===== config.mk =====
export PLATFORM = sky130hd
export DESIGN_NAME = usb_tx_bitstuff_nrzi
export DESIGN_NICKNAME = d
export VERILOG_FILES = /design/src/rtl/usb_tx_bitstuff_nrzi_pkg.sv /design/src/rtl/usb_tx_bitstuff_nrzi_bit_fifo.sv /design/src/rtl/usb_tx_bitstuff_nrzi.sv
export SDC_FILE = /design/constraint.sdc
export NUM_CORES = 1
export LEC_CHECK = 0
export ABC_CLOCK_PERIOD_IN_PS = 4900
export BUFFER_PORTS_ARGS = -buffer_cell sky130_fd_sc_hd__buf_2
export CELL_PAD_IN_SITES_DETAIL_PLACEMENT = 1
export CELL_PAD_IN_SITES_GLOBAL_PLACEMENT = 1
export CORE_UTILIZATION = 30
export DETAILED_ROUTE_END_ITERATION = 6
export PLACE_DENSITY = 0.6
export SYNTH_ARGS = -nofsm -noshare
export SYNTH_HDL_FRONTEND = slang
export SYNTH_SLANG_ARGS = --single-unit

===== constraint.sdc =====
create_clock -name clk -period 4.9 [get_ports clk]
set_input_delay 0.98 -clock clk [delete_from_list [all_inputs] [get_ports clk]]
set_output_delay 0.98 -clock clk [all_outputs]
set_load 0.02 [all_outputs]

===== src/rtl/usb_tx_bitstuff_nrzi_pkg.sv =====
// Shared encodings for the USB transmit bit-stuff / NRZI stage.
// Line levels and default run lengths live here.
package usb_tx_bitstuff_nrzi_pkg;

  typedef enum logic [2:0] {
    ST_IDLE,
    ST_SEND,
    ST_STUFF,
    ST_HOLD,
    ST_EOP0,
    ST_EOP1,
    ST_EOPJ
  } tx_state_e;

  localparam logic J_LEVEL       = 1'b1;
  localparam int   STUFF_LEN_DEF = 6;
  localparam int   EOP_GAP_DEF   = 4;

endpackage


===== src/rtl/usb_tx_bitstuff_nrzi_bit_fifo.sv =====
// One-bit-wide synchronous FIFO; a write into a full FIFO
// is accepted when a read happens in the same cycle.
module bit_fifo #(
  parameter int DEPTH = 8
) (
  input  logic clk,
  input  logic rst,
  input  logic wr_en,
  input  logic wr_bit,
  input  logic rd_en,
  output logic rd_bit,
  output logic full,
  output logic empty
);

  localparam int AW = $clog2(DEPTH);
  localparam logic [AW-1:0] P_ONE  = AW'(1);
  localparam logic [AW:0]   C_ONE  = (AW+1)'(1);
  localparam logic [AW:0]   C_FULL = (AW+1)'(DEPTH);

  logic [DEPTH-1:0] mem_q, mem_d;
  logic [AW-1:0]    wp_q, wp_d;
  logic [AW-1:0]    rp_q, rp_d;
  logic [AW:0]      cnt_q, cnt_d;
  logic             do_rd, do_wr;

  assign empty  = (cnt_q == '0);
  assign full   = (cnt_q == C_FULL);
  assign rd_bit = mem_q[rp_q];
  assign do_rd  = rd_en & ~empty;
  assign do_wr  = wr_en & (~full | do_rd);

  always_comb begin
    mem_d = mem_q;
    wp_d  = wp_q;
    rp_d  = rp_q;
    cnt_d = cnt_q;
    if (do_wr) begin
      mem_d[wp_q] = wr_bit;
      wp_d        = wp_q + P_ONE;
    end
    if (do_rd) begin
      rp_d = rp_q + P_ONE;
    end
    if (do_wr && !do_rd) begin
      cnt_d = cnt_q + C_ONE;
    end else if (!do_wr && do_rd) begin
      cnt_d = cnt_q - C_ONE;
    end
  end

  always_ff @(posedge clk) begin
    if (rst) begin
      mem_q <= '0;
      wp_q  <= '0;
      rp_q  <= '0;
      cnt_q <= '0;
    end else begin
      mem_q <= mem_d;
      wp_q  <= wp_d;
      rp_q  <= rp_d;
      cnt_q <= cnt_d;
    end
  end

endmodule


===== src/rtl/usb_tx_bitstuff_nrzi.sv =====
// USB transmit stage: bit stuffing, NRZI encoding and EOP framing
// behind a bit FIFO that soaks up the stuffed-bit rate mismatch.
module usb_tx_bitstuff_nrzi
  import usb_tx_bitstuff_nrzi_pkg::*;
#(
  parameter int FIFO_DEPTH = 8,
  parameter int EOP_GAP    = EOP_GAP_DEF,
  parameter int STUFF_LEN  = STUFF_LEN_DEF
) (
  input  logic clk,
  input  logic rst,
  input  logic ser_in,
  input  logic ser_in_val,
  output logic nrzi_out,
  output logic nrzi_out_val,
  output logic eop_out,
  output logic busy,
  output logic overflow
);

  localparam int OW = $clog2(STUFF_LEN + 1);
  localparam int GW = $clog2(EOP_GAP + 1);
  localparam logic [OW-1:0] ONES_MAX = OW'(STUFF_LEN);
  localparam logic [OW-1:0] ONES_ONE = OW'(1);
  localparam logic [GW-1:0] GAP_MAX  = GW'(EOP_GAP);
  localparam logic [GW-1:0] GAP_ONE  = GW'(1);

  tx_state_e     state_q, state_d;
  logic [OW-1:0] ones_q, ones_d, ones_inc;
  logic [GW-1:0] gap_q, gap_d;
  logic          lvl_q, lvl_d;
  logic          nrzi_q, nrzi_d;
  logic          val_q, val_d;
  logic          eop_q, eop_d;
  logic          busy_q, busy_d;
  logic          ovf_q, ovf_d;
  logic          pop, rd_bit, fifo_full, fifo_empty;

  bit_fifo #(
    .DEPTH (FIFO_DEPTH)
  ) u_fifo (
    .clk    (clk),
    .rst    (rst),
    .wr_en  (ser_in_val),
    .wr_bit (ser_in),
    .rd_en  (pop),
    .rd_bit (rd_bit),
    .full   (fifo_full),
    .empty  (fifo_empty)
  );

  assign ones_inc = ones_q + ONES_ONE;

  always_comb begin
    state_d = state_q;
    ones_d  = ones_q;
    gap_d   = gap_q;
    lvl_d   = lvl_q;
    val_d   = 1'b0;
    pop     = 1'b0;
    unique case (state_q)
      ST_IDLE, ST_SEND, ST_HOLD: begin
        if (!fifo_empty) begin
          pop     = 1'b1;
          val_d   = 1'b1;
          gap_d   = '0;
          state_d = ST_SEND;
          if (rd_bit) begin
            ones_d = ones_inc;
            if (ones_inc == ONES_MAX) begin
              state_d = ST_STUFF;
            end
          end else begin
            ones_d = '0;
            lvl_d  = ~lvl_q;
          end
        end else if (state_q != ST_IDLE) begin
          // Ones run survives the gap; only EOP entry forgets it
          state_d = ST_HOLD;
          if (ser_in_val) begin
            gap_d = '0;
          end else if (gap_q == GAP_MAX) begin
            state_d = ST_EOP0;
            gap_d   = '0;
            ones_d  = '0;
          end else begin
            gap_d = gap_q + GAP_ONE;
          end
        end
      end
      ST_STUFF: begin
        val_d   = 1'b1;
        lvl_d   = ~lvl_q;
        ones_d  = '0;
        state_d = fifo_empty ? ST_HOLD : ST_SEND;
      end
      ST_EOP0: begin
        gap_d   = '0;
        state_d = ST_EOP1;
      end
      ST_EOP1: begin
        gap_d   = '0;
        lvl_d   = J_LEVEL;
        state_d = ST_EOPJ;
      end
      ST_EOPJ: begin
        gap_d   = '0;
        state_d = ST_IDLE;
      end
      default: begin
        state_d = ST_IDLE;
      end
    endcase
    eop_d  = (state_d == ST_EOP0) || (state_d == ST_EOP1);
    nrzi_d = eop_d ? 1'b0 : lvl_d;
    busy_d = (state_d != ST_IDLE);
    ovf_d  = ovf_q | (ser_in_val & fifo_full & ~pop);
  end

  always_ff @(posedge clk) begin
    if (rst) begin
      state_q <= ST_IDLE;
      ones_q  <= '0;
      gap_q   <= '0;
      lvl_q   <= J_LEVEL;
      nrzi_q  <= J_LEVEL;
      val_q   <= 1'b0;
      eop_q   <= 1'b0;
      busy_q  <= 1'b0;
      ovf_q   <= 1'b0;
    end else begin
      state_q <= state_d;
      ones_q  <= ones_d;
      gap_q   <= gap_d;
      lvl_q   <= lvl_d;
      nrzi_q  <= nrzi_d;
      val_q   <= val_d;
      eop_q   <= eop_d;
      busy_q  <= busy_d;
      ovf_q   <= ovf_d;
    end
  end

  assign nrzi_out     = nrzi_q;
  assign nrzi_out_val = val_q;
  assign eop_out      = eop_q;
  assign busy         = busy_q;
  assign overflow     = ovf_q;

endmodule


* Word level (Yosys, flattened, before mapping)
Index checks and enable logic that the tools add are counted.
Word-level totals: flip-flop bits (word level) 33, bits of input ports 4, output and inout port bits 5
Operators by class: $add $sub $neg 6, magnitude comparators 3, eq/ne operators 14, multiplexer cells 33, bitwise gates (word level) 10, reduce and logical (&&, ||, !) cells 17
Operators by type and width (number):
- two-way mux 3 bit | 13
- == test 3 bit, second input constant | 7
- adder 3 x 1 -> 3 bit, second input constant | 4
- one-hot mux 3 bit (2 select lines) | 2
- one-hot mux 3 bit (4 select lines) | 1
- != test 3 bit, second input constant | 3
- bitwise mux 8 bit | 1
- < comparator 3 x 4 -> 1 bit, second input constant | 2
- two-way mux 4 bit | 2
- two-way mux 1 bit | 7
- == test 3 x 2 -> 1 bit, second input constant | 2
- two-way mux 2 bit | 3
- nonzero test 2 bit | 3
- nonzero test 3 bit | 2
- OR reduction 3 bit | 2
- adder 4 x 1 -> 4 bit, second input constant | 1
- bitwise AND 1 bit | 4
- == test 4 bit, second input constant | 1
- zero test 4 bit | 1
- inverter 1 bit | 4
- AND reduction 4 bit | 1
- subtractor 4 x 1 -> 4 bit, second input constant | 1
- binary-select mux 1 bit (select 3 bit) | 1
- demux 1 bit (select 3 bit) | 1
- other kinds (10) | 14

* Logic depth before layout (Yosys ltp)
Gate-level depths: netlist of run 1.
depth in word-level cells 10, depth in mapped cells 15, mapped depth without buffers 12

* By module
From an unflattened synthesis of run 1, not the netlist that was laid out.
Second synthesis, totals: cell total of the unflattened synthesis 192, area, all modules 1784.2 sq um
By module, submodules not included:
- bit_fifo | instances 1, cells each 101, area an instance 984.7 sq um
- usb_tx_bitstuff_nrzi | instances 1, cells each 91, area an instance 799.5 sq um

* Least setup slack after synthesis of run 1
Ideal clock, no wire load.
kind input to register, start in ser_in_val, end reg u_fifo.cnt_q[3], setup time 71 ps, data arrival time 2796 ps, data required time 4829 ps, path slack 2033 ps, stages 11, cell sequence clkbuf_1 -> nand2_1 -> inv_1 -> ha_1 -> inv_1 -> ha_1 -> a21o_1 -> a21oi_1 -> xnor2_1 -> or3_1 -> a21oi_1
Between the ends: word-level cells in the longest chain between the ends 4, elaborated cells between the ends (all ways) 6
RTL lines:
- start, declared | RTL line usb_tx_bitstuff_nrzi.sv:13 | input logic ser_in_val,
- bitwise AND 1 bit (*) | RTL line usb_tx_bitstuff_nrzi_bit_fifo.sv:31 | assign do_wr = wr_en & (~full | do_rd);
- net u_fifo.do_wr | RTL line usb_tx_bitstuff_nrzi_bit_fifo.sv:25 | logic do_rd, do_wr;
- zero test 1 bit | RTL line usb_tx_bitstuff_nrzi_bit_fifo.sv:47 | end else if (!do_wr && do_rd) begin
- logical AND 1 bit | RTL line usb_tx_bitstuff_nrzi_bit_fifo.sv:47
- nonzero test 2 bit (no source line)
- end signal, assigned | RTL line usb_tx_bitstuff_nrzi_bit_fifo.sv:62 | cnt_q <= cnt_d;
- end, declared | RTL line usb_tx_bitstuff_nrzi_bit_fifo.sv:24 | logic [AW:0] cnt_q, cnt_d;
Mark *: on every way through the listed nets, which the timed path passes. The rest lies on a longest branch. A chain may end at the register's enable or synchronous reset.

* Worst setup path in the final report of run 1
start reg state_q[0], end reg u_fifo.cnt_q[3]
Between the ends: word-level cells in the longest chain between the ends 9, elaborated cells between the ends (all ways) 14
RTL lines:
- start, declared | RTL line usb_tx_bitstuff_nrzi.sv:28 | tx_state_e state_q, state_d;
- start signal, assigned | RTL line usb_tx_bitstuff_nrzi.sv:132 | state_q <= state_d;
- == test 3 x 1 -> 1 bit (tied with other cells) | RTL line usb_tx_bitstuff_nrzi.sv:61 | unique case (state_q)
- OR reduction 3 bit (*) | RTL line usb_tx_bitstuff_nrzi.sv:61
- two-way mux 1 bit (*) | RTL line usb_tx_bitstuff_nrzi.sv:61
- bitwise AND 1 bit (*) | RTL line usb_tx_bitstuff_nrzi_bit_fifo.sv:30 | assign do_rd = rd_en & ~empty;
- OR 1 bit (*) | RTL line usb_tx_bitstuff_nrzi_bit_fifo.sv:31
- bitwise AND 1 bit (*) | RTL line usb_tx_bitstuff_nrzi_bit_fifo.sv:31
- net u_fifo.do_wr | RTL line usb_tx_bitstuff_nrzi_bit_fifo.sv:25
- zero test 1 bit | RTL line usb_tx_bitstuff_nrzi_bit_fifo.sv:47
- logical AND 1 bit | RTL line usb_tx_bitstuff_nrzi_bit_fifo.sv:47
- nonzero test 2 bit (no source line)
Marks and branches as above.

==> results of run 1 <==
-- worst register-to-register path, cell delays in order, from the launching register on --
cell and delay (ps):
dfxtp_1 500, nor2b_4 120, o211ai_1 690, nand2_1 230
inv_1 100, ha_1 180, inv_1 100, ha_1 300
a21o_1 170, a21oi_1 170, xnor2_1 90, or3_1 300
a21oi_1 130
-- synthesized netlist by cell type, types with 4 or more instances --
cell      count  share of area, %
nor2b_1       4               1.3
dfxtp_1      33                35
a21oi_1      11               2.9
inv_1         8               1.6
xor2_1        5               2.3
mux2i_1      11               5.9
nor2_1       32               6.4
nand4b_1      5               2.3
nand2_1      13               2.6
clkbuf_1      6               1.2
ha_1          9               6.0
nand4_1       4               1.3
nand3_1       4               1.1
-- final timing paths --
check | slack, ps | to | startpoint
hold / removal | 500 | u_fifo.mem_q[4] | u_fifo.mem_q[4]
hold reg to reg | 500 | u_fifo.mem_q[4] | u_fifo.mem_q[4]
setup / recovery | 1750 | u_fifo.cnt_q[3] | state_q[0]
setup reg to reg | 1750 | u_fifo.cnt_q[3] | state_q[0]
-- registers in the layout (all words and copies together) (netlist names) --
register / flops
eop_out: 1
nrzi_out_val: 1
u_fifo.rp_q: 3
u_fifo.cnt_q: 4
busy: 1
overflow: 1
ones_q: 3
lvl_q: 1
u_fifo.wp_q: 3
u_fifo.mem_q: 8
state_q: 3
gap_q: 3
nrzi_out: 1
-- metrics by stage --
| stage | cells | worst slack, ps | area [sq um] |
|---|---|---|---|
| floorplan | 205 | 2033 | 1869 |
| detailed placement | 275 | 1768 | 1932 |
| global route | 283 | 1464 | 2033 |
| global placement | 275 | 1864 | 1932 |
| finish | 283 | 1748 | 2033 |
| CTS | 283 | 1745 | 2033 |
-- power breakdown --
| group | switching (W) | leakage (nW) | internal (W) |
|---|---|---|---|
| clock network | 0.000103 | 0.0542 | 0.000127 |
| registers | 0.0000636 | 0.270 | 0.000318 |
| logic | 0.000233 | 0.522 | 0.000205 |
-- cell families after synthesis --
logic type               synth area share, %
AO/OA/AOI/OAI                          14.73
XOR/XNOR                               3.748
adder cells (fa/ha/maj)                7.095
buffers and inverters                  5.823
flip-flops                             35.34
multiplexers                           8.300
AND/OR/NAND/NOR                        24.97
-- cell type report --
type                    instances  area [sq um]
flip-flops and latches         33         660.6
multi-input cells             149          1100
fillers                       706          3923
clock buffers                   7         96.34
clock inverters                 1         5.005
inverters                      10         37.54
well taps                      75         93.84
repair buffers                  8         40.04
-- metal layers --
metal / up-vias / share of wire, % / global-route usage, %
met4: 0 / 2.1 / 6.429
li1: 715 / - / -
met5: - / 0 / 0
met3: 8 / 2.8 / 3.708
met2: 13 / 43 / 18.91
met1: 659 / 52 / 17.20
==> results.toml, run 1 <==
[logic_synthesis]
synth_edf_count = 0
syn_inst = 205
ys.flop_type = "dfxtp_1"
ys_warn_count = 0
async_flop_share_pct = 0
postSynthAreaPerCell_sq_um = 9.119
syn_nets = 219
synth_cell_types = 53
synth_seq_cells = 33
syn-cell-area_sq_um = 1869
ys_seq_area_share_pct = 35.34

[worst_setup_path]
cp-start-kind = "flop"
arrival_ps = 3380
critPathBufInv = 2
cp.depth = 12
critical_path.endpoint_type = "flop"
path_cells = "nor2b_4 > o211ai_1 > nand2_1 > inv_1 > ha_1 > inv_1 > ha_1 > a21o_1 > a21oi_1 > xnor2_1 > or3_1 > a21oi_1"
cpPeakStageDelay_ps = 690
path_max_fanout = 12
path_class = "reg2reg"
crit_family = "compound AO/OA/AOI/OAI gates"
reg2reg_depth = 12
slowest_stage = "o211ai_1"
worstPathRequired_ps = 5120

[routing]
vias = 1395
drc = 0
antenna_left = 0
drt_pass1_iterations = 4
dr.first_iter.drc_count = 57
routed_wl_um = 3737
wl_per_cell_um = 13.20
viasPerCell = 4.929

[power]
power_leakage_nw = 0.8460
power_w = 0.001049
power_density_nw_per_um2 = 515.9
ir_worst_vdd_mv = 0.2063

[cts]
holdBufCountCts = 0
root_buffer = "clkbuf_8"
cts_buffers = 5
h-tree-depth = 2
clkTransAtPathRegs_ps = 70
cts_resized = 0
cts_tree = "yes"
clock-sinks = 33
post_cts_buffers = 0
clk-insertion-delay-late_ps = 290
clockBufferDepth = 2

[sta]
tightestPinTransition_ps = 839.5
finalClockSkew_ps = 5.622
slew_headroom_pct = 43.79
period_minus_slack_ps = 3152
setup_tns_ps = 0
finalSetupViolCount = 0
rsz0062_at_grt = "no"
report.final.slew_viol_count = 0
holdWs_ps = 495.1
finalHoldViolCount = 0
min_period_over_period_pct = 64.32
fmax_mhz = 317.3

[floorplan]
die_h_um = 80.94
rows = 28
die_area_sq_um = 6550
ioPinCount = 9
coreArea_sq_um = 5956
start_util_pct = 31.39
die_w_um = 80.94

[global_routing]
grt_overflow = 0
grtUsageTotal_pct = 12.93
antenna_found_initial = 0
grt_pass1_wl_um = 6299
grt_pass1_vias = 1290
grt_max_degree = 32

[placement]
numPortBuffers = 8
place_congestion = 0.7239
hpwl_um = 2705

[cells_and_area]
drive_above_1_share_pct = 16.35
utilization_pct = 34.14
final_common_cell = "dfxtp_1"
mostFrequentLayoutCells = "33 x dfxtp_1, 32 x nor2_1, 13 x nand2_1"
nets = 221
syn2layout_area_growth_pct = 8.768
antenna_cells = 0

[min_path]
hp-class = "reg2reg"
holdPathStages = 2

[flow_run]
cap_violations = 0

[run_status]
outcome = "completed"
No activity file was read; power rests on OpenSTA's default activity.
==> inputs of run 2 (changes only) <==
--- a/config.mk
+++ b/config.mk
@@ -5,13 +5,14 @@
 export SDC_FILE = /design/constraint.sdc
 export NUM_CORES = 1
 export LEC_CHECK = 0
-export ABC_CLOCK_PERIOD_IN_PS = 4900
+export ABC_AREA = 1
+export ABC_CLOCK_PERIOD_IN_PS = 2700
 export BUFFER_PORTS_ARGS = -buffer_cell sky130_fd_sc_hd__buf_2
 export CELL_PAD_IN_SITES_DETAIL_PLACEMENT = 1
 export CELL_PAD_IN_SITES_GLOBAL_PLACEMENT = 1
 export CORE_UTILIZATION = 30
 export DETAILED_ROUTE_END_ITERATION = 6
-export PLACE_DENSITY = 0.6
+export PLACE_DENSITY = 0.65
 export SYNTH_ARGS = -nofsm -noshare
 export SYNTH_HDL_FRONTEND = slang
 export SYNTH_SLANG_ARGS = --single-unit
==> constraint.sdc (replaced) <==
create_clock -name clk -period 2.7 [get_ports clk]
set_input_delay 0.54 -clock clk [delete_from_list [all_inputs] [get_ports clk]]
set_output_delay 0.54 -clock clk [all_outputs]
set_load 0.02 [all_outputs]
==> results.toml, run 2 <==
[logic_synthesis]
synth_edf_count = 0
yosysMostFrequentCell = "nand2_1"
postSynthAreaPerCell_sq_um = 7.222
ys_warn_count = 0
yosys-top-cells-area = "dfxtp_1 35%, nand2_1 10%, inv_1 7.4%"
synth_top_area_cell = "dfxtp_1"
synthTopCellsByCount = "51 x nand2_1, 37 x inv_1, 33 x dfxtp_1, 23 x a21oi_1, 22 x nor2_1"
syn-cell-area_sq_um = 1871
async_flop_share_pct = 0
ys_seq_area_share_pct = 35.32
synth_seq_cells = 33
syn_nets = 273
ys.flop_type = "dfxtp_1"
synth_cell_types = 33
yosysTopAreaCellShare_pct = 35.32
syn_inst = 259

[worst_setup_path]
path_max_fanout = 8
worstPathRequired_ps = 2870
critical_path.endpoint_type = "flop"
r2r_slack_ps = 280
reg2reg_depth = 16
path_cells = "nor2_2 > nand2_4 > inv_2 > nor2_2 > inv_1 > ha_1 > inv_1 > ha_1 > nand2_1 > nand2_1 > a21oi_1 > nor2_1 > nor2_1 > nand2_1 > o21ai_0 > a21oi_1"
crit_path_frequent_cell = "nand2_1"
cpPeakStageDelay_ps = 360
slowest_stage = "dfxtp_2"
r2r_end = "u_fifo.cnt_q[3]"
rr_startpoint = "u_fifo.cnt_q[2]"
arrival_ps = 2600
path_class = "reg2reg"
cp-start-kind = "flop"

[routing]
vias = 1625
routed_wl_um = 4167
dr.first_iter.drc_count = 30
drc = 0
drt_pass1_iterations = 4
antenna_left = 0
viasPerCell = 4.697
wl_per_cell_um = 12.04

[sta]
holdWs_ps = 458.8
period_minus_slack_ps = 2421
slew_headroom_pct = 66.31
setup_tns_ps = 0
finalClockSkew_ps = 8.926
finalHoldViolCount = 0
finalSetupViolCount = 0
min_period_over_period_pct = 89.66
report.final.slew_viol_count = 0
rsz0062_at_grt = "no"
fmax_mhz = 413.1
tightestPinTransition_ps = 504.7

[cts]
cts_tree = "yes"
clk-insertion-delay-late_ps = 290
h-tree-depth = 2
post_cts_buffers = 0
cts_buffers = 5
root_buffer = "clkbuf_8"
clockBufferDepth = 2
clkTransAtPathRegs_ps = 80
holdBufCountCts = 0
clock-sinks = 33

[power]
power_leakage_nw = 0.9178
ir_worst_vdd_mv = 0.4478
power_density_nw_per_um2 = 1060
power_w = 0.002221

[global_routing]
grt_pass1_wl_um = 7272
antenna_found_initial = 0
grtUsageTotal_pct = 14.46
grt_pass1_vias = 1667
grt_max_degree = 17
grt_overflow = 0

[cells_and_area]
largest_register_ffs = 8
mostFrequentLayoutCells = "51 x nand2_1, 37 x inv_1, 30 x dfxtp_1"
syn2layout_area_growth_pct = 11.97
largest_register = "u_fifo.mem_q"
fillCellCount = 790
drive_above_1_share_pct = 18.45
nets = 285
antenna_cells = 0
reg.largest.list = "u_fifo.mem_q: 8 flops, u_fifo.cnt_q: 4 flops"
fin_area_sq_um = 2095
utilization_pct = 35.17
final_common_cell = "nand2_1"

[floorplan]
die_w_um = 80.96
coreArea_sq_um = 5956
ioPinCount = 9
rows = 28
die_area_sq_um = 6555
die_h_um = 80.96
start_util_pct = 31.41

[flow_run]
cap_violations = 0

[min_path]
hp-class = "reg2reg"
hold_start = "u_fifo.mem_q[5]"
holdPathStages = 2
hold_end = "u_fifo.mem_q[5]"

[placement]
numPortBuffers = 8
place_congestion = 0.7476
hpwl_um = 3181
postPlaceCellArea_sq_um = 1996

[run_status]
outcome = "completed"
[run 2: critical path, delay by kind of cell (launching register included)]
family                     cells  cell delay (ps)
AOI/OAI and AO/OA              3              390
adders and majority gates      2              510
buffers and inverters          3              330
DFF                            1              360
and+or+nand+nor                8              700
[run 2: how the worst max path moves through the flow]
stage                               start         endpoint  slack (ps)  cells past startpoint
after floorplan           u_fifo.cnt_q[1]  u_fifo.cnt_q[3]         510                     15
after global placement    u_fifo.cnt_q[0]  u_fifo.cnt_q[3]         340                     16
after detailed placement  u_fifo.cnt_q[0]  u_fifo.cnt_q[3]         210                     16
after CTS                 u_fifo.cnt_q[0]  u_fifo.cnt_q[3]         200                     16
after global routing      u_fifo.cnt_q[2]  u_fifo.cnt_q[3]          30                     16
final                     u_fifo.cnt_q[2]  u_fifo.cnt_q[3]         280                     16
[run 2: cell families after synthesis]
group / count (synthesis) / synth area share (%)
adder cells (fa/ha/maj): 10 / 7.090
AO/OA/AOI/OAI: 45 / 13.98
AND/OR/NAND/NOR: 118 / 31.97
buffers and inverters: 50 / 10.23
XOR/XNOR: 3 / 1.405
flip-flops: 33 / 35.32
[run 2: where the power goes]
part / internal (W) / switching [W]
clock network: 0.000202 / 0.000191
logic: 0.000394 / 0.000703
registers: 0.000611 / 0.000120
total: 0.00121 / 0.00101
[run 2: stage by stage]
step | setup slack, ps | std cells
2_1_floorplan | 509.3 | 259
3_3_place_gp | 338.4 | 339
3_5_place_dp | 211.0 | 339
4_1_cts | 198.6 | 346
5_1_grt | 32.32 | 346
6_report | 279.1 | 346
[run 2: layout make-up]
type                       instances  area (sq um)  area share [%]
inverter                          46         175.2           8.363
sequential                        33         664.4           31.72
timing repair buffer               9         47.55           2.270
multi-input combinational        176          1023           48.86
clock inverter                     1         7.507          0.3584
tap                               75         93.84           4.480
clock buffer                       6         82.58           3.943
[run 2: per-layer routing]
layer / wire [um] / global-route usage, % / share of wire, % / vias up
met5: 0 / 0 / 0 / -
met2: 1931 / 24.37 / 46 / 14
li1: - / - / - / 853
met1: 2089 / 18.21 / 50 / 754
met4: 42 / 4.286 / 1.0 / 0
met3: 104 / 3.371 / 2.5 / 4
[run 2: repair_timing]
item	4_1_cts	5_1_grt
setup endpoints to repair	0	1
hold endpoints to repair	0	0
resized for setup	0	4
==> inputs of run 3 (changes only) <==
--- a/config.mk
+++ b/config.mk
@@ -13,6 +13,7 @@
 export CORE_UTILIZATION = 30
 export DETAILED_ROUTE_END_ITERATION = 6
 export PLACE_DENSITY = 0.65
+export SETUP_SLACK_MARGIN = 0.4
 export SYNTH_ARGS = -nofsm -noshare
 export SYNTH_HDL_FRONTEND = slang
 export SYNTH_SLANG_ARGS = --single-unit
==> results.toml, run 3 (synthesized netlist as in run 2, its figures left out) <==
[run_status]
outcome = "completed"

[placement]
hpwl_um = 3181
place_congestion = 0.7476
numPortBuffers = 8

[cts]
clockBufferDepth = 2
holdBufCountCts = 0
h-tree-depth = 2
clk-insertion-delay-late_ps = 290
cts_tree = "yes"
root_buffer = "clkbuf_8"
clkTransAtPathRegs_ps = 80
clock-sinks = 33
cts_buffers = 5

[worst_setup_path]
critical_path.endpoint_type = "flop"
critPathCapture = "u_fifo.cnt_q[3]"
cpPeakStageDelay_ps = 380
arrival_ps = 2320
slowest_stage = "dfxtp_4"
path_cells = "nor4_4 > nand2_4 > nand2_4 > inv_4 > ha_4 > inv_4 > ha_4 > nand2_2 > nand2_2 > a21oi_2 > nor2_1 > nor2_1 > nand2_1 > o21ai_1 > a21oi_1"
rr_startpoint = "u_fifo.cnt_q[1]"
r2r_slack_ps = 550
path_class = "reg2reg"
reg2reg_depth = 15
cp-startpoint = "u_fifo.cnt_q[1]"
r2r_end = "u_fifo.cnt_q[3]"
path_max_fanout = 5
worstPathRequired_ps = 2880
cp-start-kind = "flop"

[cells_and_area]
mostFrequentLayoutCells = "49 x nand2_1, 34 x inv_1, 28 x dfxtp_1"
seq_area_sq_um = 676.9
antenna_cells = 0
drive_above_1_share_pct = 25.70
largest_register_ffs = 8
final_common_cell = "nand2_1"
largest_register = "u_fifo.mem_q"
nets = 298
fillCellCount = 779
reg.largest.list = "u_fifo.mem_q: 8 flops, u_fifo.cnt_q: 4 flops"
syn2layout_area_growth_pct = 20.60
multi_input_area_sq_um = 1067

[sta]
fmax_mhz = 465.7
setup_tns_ps = 0
tightestPinTransition_ps = 511.3
slew_headroom_pct = 65.88
min_period_over_period_pct = 79.53
report.final.slew_viol_count = 0
finalClockSkew_ps = 9.384
finalHoldViolCount = 0
period_minus_slack_ps = 2147
holdWs_ps = 458.8
rsz0062_at_grt = "no"
finalSetupViolCount = 0

[floorplan]
coreArea_sq_um = 5956
start_util_pct = 31.41
die_area_sq_um = 6555
die_w_um = 80.96
die_h_um = 80.96
ioPinCount = 9
rows = 28

[routing]
viasPerCell = 4.719
antenna_left = 0
routed_wl_um = 4445
drc = 0
vias = 1694
drt_pass1_iterations = 4
wl_per_cell_um = 12.38
dr.first_iter.drc_count = 37

[global_routing]
grt_pass1_wl_um = 7445
grtUsageTotal_pct = 14.79
grt_pass1_vias = 1707
grt_overflow = 0
antenna_found_initial = 0
grt_max_degree = 17

[power]
switching_share_pct = 44.54
power_frac_seq_pct = 29.9
p_sw_w = 0.001110
power_frac_comb_pct = 54.3
p_clk_share_pct = 15.8
power_leakage_nw = 0.9841
p_int_w = 0.001382
ir_worst_vdd_mv = 0.5180
power_density_nw_per_um2 = 1105

[flow_run]
cap_violations = 0

[min_path]
hp-class = "reg2reg"
[run 3: changes by cell type in the layout (fill, tap and decap cells not counted), sizes merged]
cell,previous run,this run
buf,9,22
[run 3: area by class of cell]
cell class | count | area share, %
Tap cell | 75 | 4.160
Inverter | 46 | 8.098
Timing Repair Buffer | 22 | 6.434
Clock buffer | 6 | 3.661
Sequential cell | 33 | 30.01
Clock inverter | 1 | 0.3328
Multi-Input combinational cell | 176 | 47.31
[run 3: worst min-delay path by stage]
stage                       to             from  cells past startpoint  slack [ps]
3_3_place_gp          overflow         overflow                      1         450
4_1_cts        u_fifo.mem_q[5]  u_fifo.mem_q[5]                      2         470
3_5_place_dp          overflow         overflow                      1         450
6_report       u_fifo.mem_q[5]  u_fifo.mem_q[5]                      2         460
2_1_floorplan        ones_q[2]        ones_q[2]                      2         440
5_1_grt              ones_q[2]        ones_q[2]                      2         490
[run 3: power by group through the flow]
stage	registers, W	clock network, W	logic, W
after floorplan	0.000737	0	0.000854
after global placement	0.000733	0	0.00109
after detailed placement	0.000736	0	0.00110
after CTS	0.000740	0.000410	0.00114
after global routing	0.000763	0.000424	0.00152
final	0.000744	0.000394	0.00135
[run 3: what timing repair did]
action,in CTS,in global routing
setup buffers,1,12
gates resized for setup,11,14
hold endpoints to repair,0,0
pin swaps,2,13
endpoints found under the setup margin,1,2
cloned,0,0
[run 3: worst max-delay path, delay by kind of cell, from the launching register on]
kind	cells	cell delay, ps
simple gates	8	830
buf+inv	2	110
flops	1	380
compound gates	3	340
fa+ha+maj	2	360
[run 3: metrics by stage]
| step | utilization, % | std cells | total power [W] | setup slack (ps) | instance area [sq um] |
|---|---|---|---|---|---|
| CTS | 35.55 | 347 | 0.002288 | 417.0 | 2117 |
| detailed placement | 33.51 | 339 | 0.001838 | 211.0 | 1996 |
| floorplan | - | 259 | 0.001591 | 509.3 | 1871 |
| finish | 37.88 | 359 | 0.002492 | 552.7 | 2256 |
| global placement | 33.51 | 339 | 0.001820 | 338.4 | 1996 |
| global route | 37.88 | 359 | 0.002703 | 410.6 | 2256 |
[run 3: metal layers]
layer  track usage (%)  up-vias  share of wire, %  wire length, um
li1                  -      881                 -                -
met1             18.21      797                49             2161
met2             24.87       12                48             2148
met3             3.596        4               2.0               91
met4             5.357        0              0.99               44
met5                 0        -                 0                0
